===== src/rtl/exception_return_ctrl_if.sv =====
// Bus between the datapath/exception handler and the exception return controller.
// The master drives requests and the read select. The slave returns the latched state and PC redirect strobes.
interface exception_return_ctrl_if;
   logic        Exc_Req;
   logic        Exc_Type;
   logic [15:0] Faulting_PC;
   logic        Eret;
   logic        Read_Sel;
   logic [15:0] Read_Data;
   logic [15:0] EPC;
   logic        Cause;
   logic        Flush;
   logic        PC_Load;
   logic [15:0] PC_Next;
   logic        Busy;

   modport master (
      output Exc_Req, Exc_Type, Faulting_PC, Eret, Read_Sel,
      input  Read_Data, EPC, Cause, Flush, PC_Load, PC_Next, Busy
   );

   modport slave (
      input  Exc_Req, Exc_Type, Faulting_PC, Eret, Read_Sel,
      output Read_Data, EPC, Cause, Flush, PC_Load, PC_Next, Busy
   );
endinterface


===== src/rtl/exception_return_ctrl.sv =====
// Exception capture and return controller. It latches EPC and Cause, flushes the pipeline and vectors to the handler.
// On ERET it reloads the PC from EPC+RET_INC.
module exception_return_ctrl #(
   parameter logic [15:0] VEC_OVF = 16'h0040,
   parameter logic [15:0] VEC_ILL = 16'h0080,
   parameter logic [15:0] RET_INC = 16'h0001
) (
   input  logic                  clk,
   input  logic                  rst_n,
   exception_return_ctrl_if.slave bus
);

   typedef enum logic [2:0] {
      S_IDLE,
      S_FLUSH,
      S_VECTOR,
      S_HANDLER,
      S_RETURN
   } state_t;

   state_t      state_q;
   logic [15:0] epc_q;
   logic        cause_q;
   logic        overrun_q;
   logic        flush_q;
   logic        pc_load_q;
   logic [15:0] pc_next_q;
   logic        busy_q;

   logic [15:0] ret_pc_d;
   logic [15:0] vec_pc_d;

   // The return address wraps modulo 2^16 (FFFF+1 -> 0000).
   assign ret_pc_d = epc_q + RET_INC;
   assign vec_pc_d = cause_q ? VEC_ILL : VEC_OVF;

   always_ff @(posedge clk or negedge rst_n) begin
      if (!rst_n) begin
         state_q   <= S_IDLE;
         epc_q     <= 16'h0000;
         cause_q   <= 1'b0;
         overrun_q <= 1'b0;
         flush_q   <= 1'b0;
         pc_load_q <= 1'b0;
         pc_next_q <= 16'h0000;
         busy_q    <= 1'b0;
      end else begin
         flush_q   <= 1'b0;
         pc_load_q <= 1'b0;
         case (state_q)
            S_IDLE: begin
               if (bus.Exc_Req) begin
                  epc_q   <= bus.Faulting_PC;
                  cause_q <= bus.Exc_Type;
                  flush_q <= 1'b1;
                  state_q <= S_FLUSH;
               end
            end
            S_FLUSH: begin
               pc_load_q <= 1'b1;
               pc_next_q <= vec_pc_d;
               state_q   <= S_VECTOR;
            end
            S_VECTOR: begin
               busy_q  <= 1'b1;
               state_q <= S_HANDLER;
            end
            S_HANDLER: begin
               // ERET has priority over a nested request. Overrun is cleared on the way out.
               if (bus.Eret) begin
                  pc_load_q <= 1'b1;
                  pc_next_q <= ret_pc_d;
                  busy_q    <= 1'b0;
                  overrun_q <= 1'b0;
                  state_q   <= S_RETURN;
               end else if (bus.Exc_Req) begin
                  overrun_q <= 1'b1;
               end
            end
            S_RETURN: begin
               state_q <= S_IDLE;
            end
            default: begin
               state_q <= S_IDLE;
            end
         endcase
      end
   end

   assign bus.EPC       = epc_q;
   assign bus.Cause     = cause_q;
   assign bus.Flush     = flush_q;
   assign bus.PC_Load   = pc_load_q;
   assign bus.PC_Next   = pc_next_q;
   assign bus.Busy      = busy_q;
   assign bus.Read_Data = bus.Read_Sel ? {14'b0, overrun_q, cause_q} : epc_q;

endmodule


===== src/flat_wrapper.sv =====
// flat-port wrapper written by rule: the top's interface ports become plain ports
module exception_return_ctrl_flat 
#(
   parameter logic [15:0] VEC_OVF = 16'h0040,
   parameter logic [15:0] VEC_ILL = 16'h0080,
   parameter logic [15:0] RET_INC = 16'h0001
)
  (clk, rst_n, bus_Exc_Req, bus_Exc_Type, bus_Faulting_PC, bus_Eret, bus_Read_Sel, bus_Read_Data, bus_EPC, bus_Cause, bus_Flush, bus_PC_Load, bus_PC_Next, bus_Busy);
  exception_return_ctrl_if bus_i ();
  input  logic clk;
  input  logic rst_n;
  input wire logic [$bits(bus_i.Exc_Req)-1:0] bus_Exc_Req;
  input wire logic [$bits(bus_i.Exc_Type)-1:0] bus_Exc_Type;
  input wire logic [$bits(bus_i.Faulting_PC)-1:0] bus_Faulting_PC;
  input wire logic [$bits(bus_i.Eret)-1:0] bus_Eret;
  input wire logic [$bits(bus_i.Read_Sel)-1:0] bus_Read_Sel;
  output wire logic [$bits(bus_i.Read_Data)-1:0] bus_Read_Data;
  output wire logic [$bits(bus_i.EPC)-1:0] bus_EPC;
  output wire logic [$bits(bus_i.Cause)-1:0] bus_Cause;
  output wire logic [$bits(bus_i.Flush)-1:0] bus_Flush;
  output wire logic [$bits(bus_i.PC_Load)-1:0] bus_PC_Load;
  output wire logic [$bits(bus_i.PC_Next)-1:0] bus_PC_Next;
  output wire logic [$bits(bus_i.Busy)-1:0] bus_Busy;
  assign bus_i.Exc_Req = bus_Exc_Req;
  assign bus_i.Exc_Type = bus_Exc_Type;
  assign bus_i.Faulting_PC = bus_Faulting_PC;
  assign bus_i.Eret = bus_Eret;
  assign bus_i.Read_Sel = bus_Read_Sel;
  assign bus_Read_Data = bus_i.Read_Data;
  assign bus_EPC = bus_i.EPC;
  assign bus_Cause = bus_i.Cause;
  assign bus_Flush = bus_i.Flush;
  assign bus_PC_Load = bus_i.PC_Load;
  assign bus_PC_Next = bus_i.PC_Next;
  assign bus_Busy = bus_i.Busy;
  exception_return_ctrl #(.VEC_OVF(VEC_OVF), .VEC_ILL(VEC_ILL), .RET_INC(RET_INC)) u_core (.clk(clk), .rst_n(rst_n), .bus(bus_i));
endmodule

===== config.mk =====
export PLATFORM = sky130hd
export DESIGN_NAME = exception_return_ctrl_flat
export DESIGN_NICKNAME = d
export VERILOG_FILES = /design/src/rtl/exception_return_ctrl_if.sv /design/src/rtl/exception_return_ctrl.sv /design/src/flat_wrapper.sv
export SDC_FILE = /design/constraint.sdc
export NUM_CORES = 1
export LEC_CHECK = 0
export ABC_AREA = 1
export CAP_MARGIN = 20
export CORE_UTILIZATION = 40
export CTS_BUF_LIST = sky130_fd_sc_hd__clkbuf_16
export DETAILED_ROUTE_END_ITERATION = 16
export HOLD_SLACK_MARGIN = 0.15
export PLACE_DENSITY = 0.74
export SLEW_MARGIN = 30
export SYNTH_ARGS = -nofsm -noshare
export SYNTH_HDL_FRONTEND = slang
export SYNTH_SLANG_ARGS = --single-unit

===== constraint.sdc =====
create_clock -name clk -period 1.71 [get_ports clk]
set_clock_uncertainty 0.05 [all_clocks]
set_input_delay 0.2565 -clock clk [delete_from_list [all_inputs] [get_ports clk]]
set_output_delay 0.2565 -clock clk [all_outputs]
set_load 0.1 [all_outputs]

==> impl_results.html, run 1 <==
<table>
<tr><th>Metric</th><th>Value</th></tr>
<tr><th colspan="2">Floorplanning</th></tr>
<tr><td>Horiz. Die Dim</td><td>~72 µm</td></tr>
<tr><td>Die area</td><td>5150 µm²</td></tr>
<tr><td>CORE AREA</td><td>approximately 4700 µm²</td></tr>
<tr><td>Number of cell rows</td><td>25</td></tr>
<tr><td>Die Ht</td><td>just over 70 µm</td></tr>
<tr><td>Starting density of the core</td><td>around two fifths</td></tr>
<tr><td>Number of I/O pins</td><td>74</td></tr>
<tr><th colspan="2">Synthesis</th></tr>
<tr><td>Post-synth EDFFs</td><td>0</td></tr>
<tr><td>Synth Area per Inst</td><td>approximately 7.7 µm²</td></tr>
<tr><td>Dominant combinational cell family by area after synthesis</td><td>simple AND/OR/NAND/NOR gates</td></tr>
<tr><td>Simple-gate area share of the yosys netlist</td><td>a little under a third</td></tr>
<tr><td>Synth Area in XOR/XNOR</td><td>less than 1%</td></tr>
<tr><td>Cell with the most instances after synthesis</td><td>nand2_1</td></tr>
<tr><td>Synthesized area</td><td>around 1900 µm²</td></tr>
<tr><td>Commonest cells in the netlist</td><td>nand2_1 (84), dfrtp_1 (40), inv_1 (29), nor2_1 (24), o21ai_0 (24)</td></tr>
<tr><td>Count of state elements after synthesis</td><td>40</td></tr>
<tr><td>Mux contribution to synthesized area</td><td>0%</td></tr>
<tr><td>Gate count after technology mapping</td><td>254</td></tr>
<tr><td>Portion of synthesized cell area occupied by the leading cell type</td><td>about half</td></tr>
<tr><td>Count of synthesis-stage warnings from yosys</td><td>0</td></tr>
<tr><td>Share of flip-flops with an asynchronous set or reset</td><td>between 90% and 100%</td></tr>
<tr><td>Synth area leader</td><td>dfrtp_1</td></tr>
<tr><td>Biggest area contributors in the synthesized netlist</td><td>dfrtp_1 (51%), nand2_1 (16%), o21ai_0 (6.2%)</td></tr>
<tr><td>Sequential element share of the synthesized area</td><td>between 50% and 60%</td></tr>
<tr><td>Number of nets in the synthesized netlist</td><td>277</td></tr>
<tr><td>Commonest register cell after synthesis</td><td>dfrtp_1</td></tr>
<tr><td>Number of unique standard cell types used by synthesis</td><td>20</td></tr>
<tr><td>Synthesized-area fraction occupied by ao, oa, aoi and oai cells</td><td>under 10%</td></tr>
<tr><td>Adder-Cell Fraction of Synth Area</td><td>less than 1%</td></tr>
<tr><th colspan="2">Finish</th></tr>
<tr><td>NumNets Final</td><td>roughly 350</td></tr>
<tr><td>Layout cell share with drive strength beyond 1</td><td>31.0%</td></tr>
<tr><td>ANT cells</td><td>0</td></tr>
<tr><td>Final core utilization</td><td>about 76%</td></tr>
<tr><td>Post-synthesis to final-layout area growth</td><td>82.4%</td></tr>
<tr><td>Post-route insts no fill</td><td>just under 400</td></tr>
<tr><th colspan="2">Clock tree</th></tr>
<tr><td>Clock buffers created by TritonCTS</td><td>5</td></tr>
<tr><td>Max Root-Sink Buffers</td><td>2</td></tr>
<tr><td>H-tree depth reported by CTS</td><td>2</td></tr>
<tr><td>TritonCTS clock tree</td><td>built</td></tr>
<tr><td>Clk Tree Root Cell</td><td>clkbuf_16</td></tr>
<tr><td>Worst-skew pair later-pin latency</td><td>approximately 0.29 ns</td></tr>
<tr><td>Reg clk slew, reported paths</td><td>around 0.060 ns</td></tr>
<tr><td>Sinks on Clock Net</td><td>40</td></tr>
<tr><th colspan="2">Timing</th></tr>
<tr><td>Endpoints failing hold</td><td>0</td></tr>
<tr><td>Setup violation total in the final timing report</td><td>0</td></tr>
<tr><td>Highest attainable clock frequency</td><td>around 640 MHz</td></tr>
<tr><td>Share of the clock period used by the worst path after layout</td><td>between 90 and 100%</td></tr>
<tr><td>Number of pins exceeding their max-slew limit in the final report</td><td>0</td></tr>
<tr><td>Hold_ws</td><td>~0.44 ns</td></tr>
<tr><td>Worst-margin pin slew</td><td>0.531 ns</td></tr>
<tr><td>Setup repair after global routing missed its margin</td><td>false</td></tr>
<tr><td>Setup TNS</td><td>0 ns</td></tr>
<tr><td>Minimum clock period after layout</td><td>1.57 ns</td></tr>
<tr><td>Rel. slew slack</td><td>between 60 and 70%</td></tr>
<tr><th colspan="2">Route</th></tr>
<tr><td>Number of vias in the routed layout</td><td>slightly above 2000</td></tr>
<tr><td>Routed wire length per instance</td><td>~15 µm</td></tr>
<tr><td>Number of DRC markers in iteration 0</td><td>around 160</td></tr>
<tr><td>Number of nets with antenna violations after detailed routing</td><td>0</td></tr>
<tr><td>DRC violations left</td><td>0</td></tr>
<tr><td>TritonRoute pass-1 iters</td><td>4</td></tr>
<tr><td>Via/cell ratio</td><td>between 5 and 6</td></tr>
<tr><td>Total routed wirelength</td><td>approximately 5600 µm</td></tr>
<tr><th colspan="2">Global route</th></tr>
<tr><td>First-pass GRT wire length</td><td>9360 µm</td></tr>
<tr><td>Vias in the first global route</td><td>approximately 2000</td></tr>
<tr><td>Initial antenna violation count</td><td>0</td></tr>
<tr><td>Pin count of the biggest net entering global routing</td><td>35</td></tr>
<tr><td>Total routing usage reported by global routing</td><td>between 20 and 25%</td></tr>
<tr><td>Global route overflow</td><td>0</td></tr>
<tr><th colspan="2">Worst setup path</th></tr>
<tr><td>Critical Path Start</td><td>u_core.bus.EPC[4]</td></tr>
<tr><td>Worst-path fanout max</td><td>6</td></tr>
<tr><td>R2R Path Start</td><td>u_core.bus.EPC[0]</td></tr>
<tr><td>Arrival @ worst endpoint</td><td>around 1.3 ns</td></tr>
<tr><td>Setup crit start kind</td><td>register</td></tr>
<tr><td>Data required time at the worst endpoint</td><td>roughly 1.4 ns</td></tr>
<tr><td>Critical path class</td><td>reg -&gt; out</td></tr>
<tr><td>Sort of element at the end of the critical path</td><td>primary output</td></tr>
<tr><th colspan="2">Place</th></tr>
<tr><td>Routability cong.</td><td>between 0.8 and 0.9</td></tr>
<tr><td>Buffers added on ports</td><td>73</td></tr>
<tr><td>Cells after DPL</td><td>377</td></tr>
<tr><td>Post-detail-place hpwl</td><td>between 4000 and 5000 µm</td></tr>
<tr><th colspan="2">Job</th></tr>
<tr><td>Max Cap Viol</td><td>0</td></tr>
<tr><th colspan="2">Run status</th></tr>
<tr><td>Run status</td><td>finished clean</td></tr>
<tr><th colspan="2">Worst hold path</th></tr>
<tr><td>Worst hold path class</td><td>in -&gt; async</td></tr>
</table>
logic make-up (layout without fill, tap and decap cells):
| kind of cell | after synthesis | after routing |
|---|---|---|
| simple gates | 142 | 142 |
| xor+xnor | 1 | 1 |
| buf+inv | 39 | 117 |
| fa+ha+maj | 1 | 1 |
| compound gates | 31 | 31 |
| flops | 40 | 40 |
worst max-delay path, stage by stage (launching register included):
cell and delay (ns):
dfrtp_4 0.51, inv_1 0.22, nor2_4 0.07, buf_12 0.17
routing by layer:
metal  wire length [µm]  GRT usage, %  share of wire (%)  vias up
met3                390          5.63                6.9       15
met1               2260          30.7                 40      954
li1                   -             -                  -      957
met5                  0             0                  0        -
met2               2830          38.8                 50       99
met4                161          11.5                2.9        0
final cells by class:
cell class	instances	area, µm²
well taps	54	67.6
clock buffers	5	125
inverters	32	120
flip-flops and latches	40	1020
clock inverters	3	11.3
multi-input cells	175	917
fillers	318	1140
repair buffers	77	1290
sequential cells by signal, summed over array words and instances, names as in the netlist:
name	cells
u_core.bus.Flush	1
u_core.bus.Cause	1
u_core.bus.PC_Load	1
u_core.bus.EPC	16
u_core.bus.Busy	1
u_core.bus.PC_Next	16
u_core.state_q	3
u_core.overrun_q	1
path summary, 6_finish.rpt:
| kind | endpoint | slack (ns) | cells past startpoint |
|---|---|---|---|
| min reg2reg | u_core.bus.PC_Next[1] | 0.49 | 2 |
| min | u_core.bus.EPC[5] | 0.44 | 2 |
| max | bus_Read_Data[4] | 0.14 | 3 |
| max in group asynchronous | u_core.bus.PC_Next[11] | 0.54 | 3 |
| min in group clk | u_core.bus.EPC[1] | 0.45 | 3 |
| max reg2reg | u_core.bus.PC_Next[10] | 0.19 | 6 |
stage by stage:
stage	area, µm²	worst slack (ns)
global route	3550	0.0625
CTS	3550	0.114
global placement	3400	0.164
detailed placement	3400	0.0624
finish	3550	0.143
floorplan	2100	-0.0265
timing repair:
item	in CTS	in global routing
buffers inserted	0	0
endpoints found under the setup margin	0	1
hold endpoints to repair	22	0
hold buffers	1	0
gates resized for setup	0	1
cells in the final DEF, fill, tap and decap left out, types with 2 or more instances in the layout:
master,synthesis,layout
nand2_1,84,84
buf_12,0,53
inv_1,29,31
dfrtp_1,40,24
nand3_1,23,23
o21ai_0,24,23
clkdlybuf4s50_1,0,19
nor2_4,2,16
dfrtp_2,0,15
nor2_1,24,9
clkbuf_16,0,5
a21oi_1,5,4
inv_2,3,3
nor3_1,3,3
nand4_1,3,3
nand3_2,2,2
buf_2,4,2
buf_4,0,2
Power of run 1 is left out: the tool's default activity adds up to more than one toggle a clock period on the data nets, which glitch-free logic cannot reach.
==> run 2: changes to the inputs <==
==> constraint.sdc (replaced) <==
create_clock -name clk -period 1.5 [get_ports clk]
set_clock_uncertainty 0.05 [all_clocks]
set_input_delay 0.225 -clock clk [delete_from_list [all_inputs] [get_ports clk]]
set_output_delay 0.225 -clock clk [all_outputs]
set_load 0.1 [all_outputs]
==> run 2 against run 1 <==
  * The run now ends with DRC left
  * First-iteration DRC count is 21% lower
  * Worst setup slack worse by 0.12 ns
  * Cell area is 4.5% higher
  * Final cell count is 1.8% higher
  * Via count is 2.5% lower
  * Wire length is 0.74% higher
  * Hold slack worse by 0.090 ns
  * Critical endpoint is now bus_Read_Data[2]
==> impl_results.html, run 2 (same netlist as run 1, synthesis figures left out) <==
<table>
<tr><th>Metric</th><th>Value</th></tr>
<tr><th colspan="2">Run status</th></tr>
<tr><td>Run status</td><td>finished, violations left</td></tr>
<tr><td>Violations in the final reports</td><td>DRC</td></tr>
<tr><th colspan="2">Global route</th></tr>
<tr><td>Global route overflow</td><td>0 (unchanged)</td></tr>
<tr><td>Pin count of the biggest net entering global routing</td><td>35 (unchanged)</td></tr>
<tr><td>Vias in the first global route</td><td>1946 (-2.4%)</td></tr>
<tr><td>Initial antenna violation count</td><td>0 (unchanged)</td></tr>
<tr><td>Total routing usage reported by global routing</td><td>24.1% (about the same)</td></tr>
<tr><td>First-pass GRT wire length</td><td>9400 µm (+0.51%)</td></tr>
<tr><th colspan="2">Worst setup path</th></tr>
<tr><td>Cell family with the largest share of critical-path delay</td><td>flip-flops</td></tr>
<tr><td>Data required time at the worst endpoint</td><td>1.22 ns (-0.18 ns)</td></tr>
<tr><td>Cells along the critical path</td><td>buf_6 &gt; inv_2 &gt; nor2_4 &gt; buf_12</td></tr>
<tr><td>Reg2Reg Setup Slack</td><td>0.07 ns (-0.12 ns)</td></tr>
<tr><td>R2r worst-path depth</td><td>8 (+2)</td></tr>
<tr><td>R2R Path Start</td><td>u_core.bus.EPC[0]</td></tr>
<tr><td>Worst-path fanout max</td><td>4 (-2)</td></tr>
<tr><td>Sort of element at the end of the critical path</td><td>primary output</td></tr>
<tr><td>R2r endpoint</td><td>u_core.bus.PC_Next[8]</td></tr>
<tr><td>Buffers and inverters on the worst path</td><td>3 (+1)</td></tr>
<tr><td>Arrival @ worst endpoint</td><td>1.20 ns (-0.06 ns)</td></tr>
<tr><td>Critical path class</td><td>reg -&gt; out</td></tr>
<tr><td>Slowest CP cell</td><td>dfrtp_4</td></tr>
<tr><td>Setup crit start kind</td><td>register</td></tr>
<tr><td>Delay of the slowest critical-path stage</td><td>0.49 ns (-0.02 ns)</td></tr>
<tr><th colspan="2">Floorplanning</th></tr>
<tr><td>Number of cell rows</td><td>25 (unchanged)</td></tr>
<tr><td>Die Ht</td><td>71.8 µm (unchanged)</td></tr>
<tr><td>Starting density of the core</td><td>41.5% (unchanged)</td></tr>
<tr><td>Die area</td><td>5150 µm² (unchanged)</td></tr>
<tr><td>CORE AREA</td><td>4690 µm² (unchanged)</td></tr>
<tr><td>Horiz. Die Dim</td><td>71.8 µm (unchanged)</td></tr>
<tr><td>Number of I/O pins</td><td>74 (unchanged)</td></tr>
<tr><th colspan="2">Clock tree</th></tr>
<tr><td>H-tree depth reported by CTS</td><td>2 (unchanged)</td></tr>
<tr><td>Clk Tree Root Cell</td><td>clkbuf_16</td></tr>
<tr><td>Clock buffers created by TritonCTS</td><td>5 (unchanged)</td></tr>
<tr><td>Worst-skew pair later-pin latency</td><td>0.28 ns (about the same)</td></tr>
<tr><td>TritonCTS clock tree</td><td>built</td></tr>
<tr><td>Max Root-Sink Buffers</td><td>2 (unchanged)</td></tr>
<tr><td>Sinks on Clock Net</td><td>40 (unchanged)</td></tr>
<tr><td>Reg clk slew, reported paths</td><td>0.06 ns (about the same)</td></tr>
<tr><th colspan="2">Place</th></tr>
<tr><td>Post-detail-place hpwl</td><td>4320 µm (+2.5%)</td></tr>
<tr><td>Buffers added on ports</td><td>73 (unchanged)</td></tr>
<tr><td>Cells after DPL</td><td>381 (+1.1%)</td></tr>
<tr><td>Routability cong.</td><td>0.907 (+6.8%)</td></tr>
<tr><td>Worst slack at placement</td><td>0.0259 ns (-0.0365 ns)</td></tr>
<tr><th colspan="2">Finish</th></tr>
<tr><td>Sequential cell area in the final layout</td><td>1060 µm² (+3.8%)</td></tr>
<tr><td>Most common library cell in the layout ignoring fill and taps</td><td>nand2_1</td></tr>
<tr><td>Post-synthesis to final-layout area growth</td><td>90.6%</td></tr>
<tr><td>Filler cell count in the final layout</td><td>300 (-5.7%)</td></tr>
<tr><td>Multi-input logic area</td><td>940 µm² (+2.5%)</td></tr>
<tr><td>Post-route insts no fill</td><td>393 (+1.8%)</td></tr>
<tr><td>Top library cells by usage in the layout, fill and taps aside</td><td>nand2_1 (84), buf_12 (55), nand3_1 (23), o21ai_0 (23), dfrtp_1 (23)</td></tr>
<tr><td>ANT cells</td><td>0 (unchanged)</td></tr>
<tr><td>NumNets Final</td><td>361 (+2.0%)</td></tr>
<tr><td>Layout cell share with drive strength beyond 1</td><td>38.3% (+7.3 points)</td></tr>
<tr><th colspan="2">Worst hold path</th></tr>
<tr><td>Worst hold path class</td><td>in -&gt; async</td></tr>
<tr><th colspan="2">Route</th></tr>
<tr><td>Routed wire length per instance</td><td>14.5 µm (-1.0%)</td></tr>
<tr><td>Via/cell ratio</td><td>5.02 (-4.3%)</td></tr>
<tr><td>TritonRoute pass-1 iters</td><td>10 (+6)</td></tr>
<tr><td>Number of nets with antenna violations after detailed routing</td><td>0 (unchanged)</td></tr>
<tr><td>Number of vias in the routed layout</td><td>1974 (-2.5%)</td></tr>
<tr><td>Number of DRC markers in iteration 0</td><td>130 (-21%)</td></tr>
<tr><td>Total routed wirelength</td><td>5680 µm (+0.74%)</td></tr>
<tr><td>DRC violations left</td><td>1 (+1)</td></tr>
<tr><th colspan="2">Timing</th></tr>
<tr><td>Hold_ws</td><td>0.355 ns (-0.0901 ns)</td></tr>
<tr><td>Highest attainable clock frequency</td><td>about 680 MHz</td></tr>
<tr><td>Endpoints failing hold</td><td>0 (unchanged)</td></tr>
<tr><td>Setup repair after global routing missed its margin</td><td>true</td></tr>
<tr><td>Number of pins exceeding their max-slew limit in the final report</td><td>0 (unchanged)</td></tr>
<tr><td>Minimum clock period after layout</td><td>approximately 1.5 ns</td></tr>
<tr><td>Rel. slew slack</td><td>73.1% (+8.5 points)</td></tr>
<tr><td>Worst-margin pin slew</td><td>0.404 ns (-0.127 ns)</td></tr>
<tr><td>Worst Setup Slack, final</td><td>0.0215 ns (-0.122 ns)</td></tr>
<tr><td>Share of the clock period used by the worst path after layout</td><td>between 90% and 100%</td></tr>
<tr><td>Setup violation total in the final timing report</td><td>0 (unchanged)</td></tr>
<tr><th colspan="2">Job</th></tr>
<tr><td>Max Cap Viol</td><td>0 (unchanged)</td></tr>
</table>
run 2: final cells by class:
type	instances	share of cell area, %
Sequential cell	40	28.6
Clock inverter	3	0.506
Tap cell	54	1.82
Timing Repair Buffer	84	37.0
Clock buffer	5	3.37
Multi-Input combinational cell	175	25.3
Inverter	32	3.37
run 2: layer usage:
layer / vias to the layer above / GRT usage, % / share of wire, %
met5: - / 0 / 0
met4: 0 / 7.41 / 1.3
li1: 966 / - / -
met2: 70 / 40.3 / 50
met1: 933 / 31.5 / 44
met3: 5 / 5.20 / 4.7
run 2: worst max-delay path by stage:
| stage | from | endpoint | slack [ns] | depth (start not counted) |
|---|---|---|---|---|
| floorplan | u_core.bus.EPC[3] | bus_Read_Data[3] | -0.05 | 2 |
| global placement | bus_Exc_Req | u_core.bus.EPC[2] | 0.07 | 6 |
| detailed placement | bus_Eret | u_core.bus.PC_Next[5] | 0.03 | 8 |
| CTS | u_core.bus.EPC[0] | bus_Read_Data[0] | 0.002 | 4 |
| global route | u_core.bus.EPC[0] | bus_Read_Data[0] | -0.01 | 4 |
| finish | u_core.bus.EPC[2] | bus_Read_Data[2] | 0.02 | 4 |
run 2: timing repair:
action | in CTS | in global routing
endpoints found under the setup margin | 2 | 8
pin swaps | 0 | 2
setup buffers | 1 | 2
hold buffers | 1 | 0
hold endpoints to repair | 15 | 0
gates resized for setup | 1 | 3
run 2: metrics by stage:
stage / TNS [ns] / util (%) / area (µm²)
2_1_floorplan: -0.125 / - / 2180
3_3_place_gp: 0 / 75.0 / 3520
3_5_place_dp: 0 / 75.0 / 3520
4_1_cts: 0 / 78.5 / 3680
5_1_grt: -0.0344 / 79.1 / 3710
6_report: 0 / 79.1 / 3710
Power of run 2 is left out for the same reason.
==> run 3: changes to the inputs <==
--- a/config.mk
+++ b/config.mk
@@ -8,10 +8,10 @@
 export ABC_AREA = 1
 export CAP_MARGIN = 20
 export CORE_UTILIZATION = 40
-export CTS_BUF_LIST = sky130_fd_sc_hd__clkbuf_16
 export DETAILED_ROUTE_END_ITERATION = 16
 export HOLD_SLACK_MARGIN = 0.15
 export PLACE_DENSITY = 0.74
+export SKIP_LAST_GASP = 1
 export SLEW_MARGIN = 30
 export SYNTH_ARGS = -nofsm -noshare
 export SYNTH_HDL_FRONTEND = slang
==> run 3 against run 2 <==
  * Via count increased by 1.9%
  * The run still ends with DRC left
  * Wire length decreased by 0.62%
  * Non-clock buffer count increased by 3
  * Flip-flop and latch count unchanged
  * Critical path depth unchanged
  * Die area unchanged
  * First-iteration DRC count increased by 29%
  * Sequential share of layout area increased by 0.097 points
  * Register-to-register slack got worse by 0.04 ns
==> impl_results.html, run 3 (same netlist as run 1, synthesis figures left out) <==
<table>
<tr><th>Metric</th><th>Value</th></tr>
<tr><th colspan="2">Finish</th></tr>
<tr><td>Most common library cell in the layout ignoring fill and taps</td><td>nand2_1</td></tr>
<tr><td>Layout cell share with drive strength beyond 1</td><td>40.4% (+2.0 points)</td></tr>
<tr><td>NumNets Final</td><td>364 (+0.83%)</td></tr>
<tr><td>Post-route insts no fill</td><td>396 (+0.76%)</td></tr>
<tr><td>Final Instance Area</td><td>3700 µm² (-0.34%)</td></tr>
<tr><td>Final core utilization</td><td>78.8% (-0.27 points)</td></tr>
<tr><td>ANT cells</td><td>0 (unchanged)</td></tr>
<tr><td>Post-synthesis to final-layout area growth</td><td>89.9%</td></tr>
<tr><td>Filler cell count in the final layout</td><td>297 (-1.0%)</td></tr>
<tr><td>Top library cells by usage in the layout, fill and taps aside</td><td>nand2_1 (82), buf_12 (55), o21ai_0 (23), dfrtp_1 (23), nand3_1 (22)</td></tr>
<tr><th colspan="2">Timing</th></tr>
<tr><td>Endpoints failing hold</td><td>0 (unchanged)</td></tr>
<tr><td>Highest attainable clock frequency</td><td>678 MHz (+0.31%)</td></tr>
<tr><td>Minimum clock period after layout</td><td>1.47 ns (-0.00458 ns)</td></tr>
<tr><td>Worst Setup Slack, final</td><td>0.0261 ns (+0.00458 ns)</td></tr>
<tr><td>Share of the clock period used by the worst path after layout</td><td>98.3% (-0.31 points)</td></tr>
<tr><td>Rel. slew slack</td><td>73.2% (+0.14 points)</td></tr>
<tr><td>Setup repair after global routing missed its margin</td><td>true</td></tr>
<tr><td>Number of pins exceeding their max-slew limit in the final report</td><td>0 (unchanged)</td></tr>
<tr><td>Setup violation total in the final timing report</td><td>0 (unchanged)</td></tr>
<tr><td>Worst-margin pin slew</td><td>0.402 ns (-0.00213 ns)</td></tr>
<tr><th colspan="2">Place</th></tr>
<tr><td>Routability cong.</td><td>0.907 (unchanged)</td></tr>
<tr><td>Buffers added on ports</td><td>73 (unchanged)</td></tr>
<tr><td>Dpl cell area</td><td>3520 µm² (unchanged)</td></tr>
<tr><td>Post-detail-place hpwl</td><td>4320 µm (unchanged)</td></tr>
<tr><td>Worst slack at placement</td><td>0.0259 ns (unchanged)</td></tr>
<tr><td>Cells after DPL</td><td>381 (unchanged)</td></tr>
<tr><th colspan="2">Route</th></tr>
<tr><td>DRC violations left</td><td>1 (unchanged)</td></tr>
<tr><td>Number of nets with antenna violations after detailed routing</td><td>0 (unchanged)</td></tr>
<tr><td>TritonRoute pass-1 iters</td><td>10 (unchanged)</td></tr>
<tr><td>Total routed wirelength</td><td>5650 µm (-0.62%)</td></tr>
<tr><td>Via/cell ratio</td><td>5.08 (+1.1%)</td></tr>
<tr><td>Number of DRC markers in iteration 0</td><td>168 (+29%)</td></tr>
<tr><td>Number of vias in the routed layout</td><td>2011 (+1.9%)</td></tr>
<tr><td>Routed wire length per instance</td><td>14.3 µm (-1.4%)</td></tr>
<tr><th colspan="2">Worst setup path</th></tr>
<tr><td>Arrival @ worst endpoint</td><td>1.20 ns (about the same)</td></tr>
<tr><td>Sort of element at the end of the critical path</td><td>primary output</td></tr>
<tr><td>Critical path class</td><td>reg -&gt; out</td></tr>
<tr><td>Data required time at the worst endpoint</td><td>1.22 ns (about the same)</td></tr>
<tr><td>Setup crit start kind</td><td>register</td></tr>
<tr><td>Worst-path fanout max</td><td>3 (-1)</td></tr>
<tr><th colspan="2">Job</th></tr>
<tr><td>Max Cap Viol</td><td>0 (unchanged)</td></tr>
<tr><th colspan="2">Floorplanning</th></tr>
<tr><td>Number of cell rows</td><td>25 (unchanged)</td></tr>
<tr><td>Die area</td><td>5150 µm² (unchanged)</td></tr>
<tr><td>CORE AREA</td><td>4690 µm² (unchanged)</td></tr>
<tr><td>Starting density of the core</td><td>41.5% (unchanged)</td></tr>
<tr><td>Horiz. Die Dim</td><td>71.8 µm (unchanged)</td></tr>
<tr><td>Number of I/O pins</td><td>74 (unchanged)</td></tr>
<tr><td>Die Ht</td><td>71.8 µm (unchanged)</td></tr>
<tr><th colspan="2">Global route</th></tr>
<tr><td>Global route overflow</td><td>0 (unchanged)</td></tr>
<tr><td>First-pass GRT wire length</td><td>9270 µm (-1.4%)</td></tr>
<tr><td>Vias in the first global route</td><td>1936 (-0.51%)</td></tr>
<tr><td>Total routing usage reported by global routing</td><td>23.6% (-0.49 points)</td></tr>
<tr><td>Highest-utilization routing layer at the global route stage</td><td>met2</td></tr>
<tr><td>GR Util met3</td><td>5.34% (+0.14 points)</td></tr>
<tr><td>Initial antenna violation count</td><td>0 (unchanged)</td></tr>
<tr><td>Met2 usage</td><td>38.5% (-1.8 points)</td></tr>
<tr><td>GRT met1 Usage</td><td>32.3% (+0.80 points)</td></tr>
<tr><td>Pin count of the biggest net entering global routing</td><td>35 (unchanged)</td></tr>
<tr><th colspan="2">Clock tree</th></tr>
<tr><td>Clk Tree Root Cell</td><td>clkbuf_8</td></tr>
<tr><td>H-tree depth reported by CTS</td><td>2 (unchanged)</td></tr>
<tr><td>Worst-skew pair later-pin latency</td><td>0.30 ns (+0.02 ns)</td></tr>
<tr><td>Sinks on Clock Net</td><td>40 (unchanged)</td></tr>
<tr><td>Max Root-Sink Buffers</td><td>2 (unchanged)</td></tr>
<tr><td>Clock buffers created by TritonCTS</td><td>5 (unchanged)</td></tr>
<tr><td>Reg clk slew, reported paths</td><td>0.08 ns (+0.02 ns)</td></tr>
<tr><td>TritonCTS clock tree</td><td>built</td></tr>
<tr><th colspan="2">Worst hold path</th></tr>
<tr><td>Worst hold path class</td><td>in -&gt; async</td></tr>
<tr><th colspan="2">Run status</th></tr>
<tr><td>Run status</td><td>finished, violations left</td></tr>
<tr><td>Violations in the final reports</td><td>DRC</td></tr>
</table>
[run 3: changes by cell type in the layout (fill, tap and decap cells not counted)]
cell / before / now
clkbuf_8: 0 / 6
clkbuf_16: 5 / 0
buf_4: 5 / 9
nand2_1: 84 / 82
nand2_2: 0 / 2
buf_6: 2 / 1
clkinv_1: 1 / 0
inv_1: 14 / 13
inv_2: 16 / 17
nand3_1: 23 / 22
nand3_2: 1 / 2
nor2_2: 2 / 1
nor2_4: 16 / 17
[run 3: routing by layer]
| metal | vias up | part of all wire [%] |
|---|---|---|
| li1 | 978 | - |
| met1 | 938 | 42 |
| met2 | 87 | 51 |
| met3 | 8 | 5.6 |
| met4 | 0 | 1.0 |
| met5 | - | 0 |
[run 3: worst max-delay path: stages, from the launching register on]
cell and delay [ns]:
dfrtp_4 0.48, buf_6 0.14, inv_4 0.05, o21ai_4 0.05
buf_12 0.17
[run 3: final cells by class]
class	instances	area, µm²	share of cell area [%]
multi-input cells	175	955	25.8
clock inverters	2	15.0	0.406
well taps	54	67.6	1.83
clock buffers	6	82.6	2.23
inverters	32	125	3.38
flip-flops and latches	40	1060	28.7
repair buffers	87	1390	37.6
[run 3: final timing paths]
| check | from | end | slack (ns) | depth (start not counted) |
|---|---|---|---|---|
| worst max-delay path | u_core.bus.EPC[0] | bus_Read_Data[0] | 0.03 | 4 |
| worst min-delay path | rst_n | u_core.bus.EPC[14] | 0.34 | 2 |
| worst max register to register | u_core.bus.EPC[2] | u_core.bus.PC_Next[11] | 0.03 | 6 |
| worst min register to register | u_core.bus.PC_Next[3] | u_core.bus.PC_Next[3] | 0.50 | 2 |
| max in group asynchronous | rst_n | u_core.bus.EPC[6] | 0.59 | 3 |
| min in group clk | bus_Faulting_PC[1] | u_core.bus.EPC[1] | 0.41 | 3 |
[run 3: per-stage QoR]
stage	setup TNS, ns	hold WS [ns]
floorplan	-0.125	-0.121
global placement	0	0.114
detailed placement	0	0.124
CTS	0	0.350
global route	-0.174	0.367
finish	0	0.339
[run 3: timing repair]
action / 4_1_cts / 5_1_grt
endpoints found under the hold margin: 40 / 0
resized for setup: 1 / 7
pin swaps: 0 / 4
hold buffers: 1 / 0
setup endpoints to repair: 3 / 12
buffers inserted: 3 / 4
Power of run 3 is left out for the same reason.
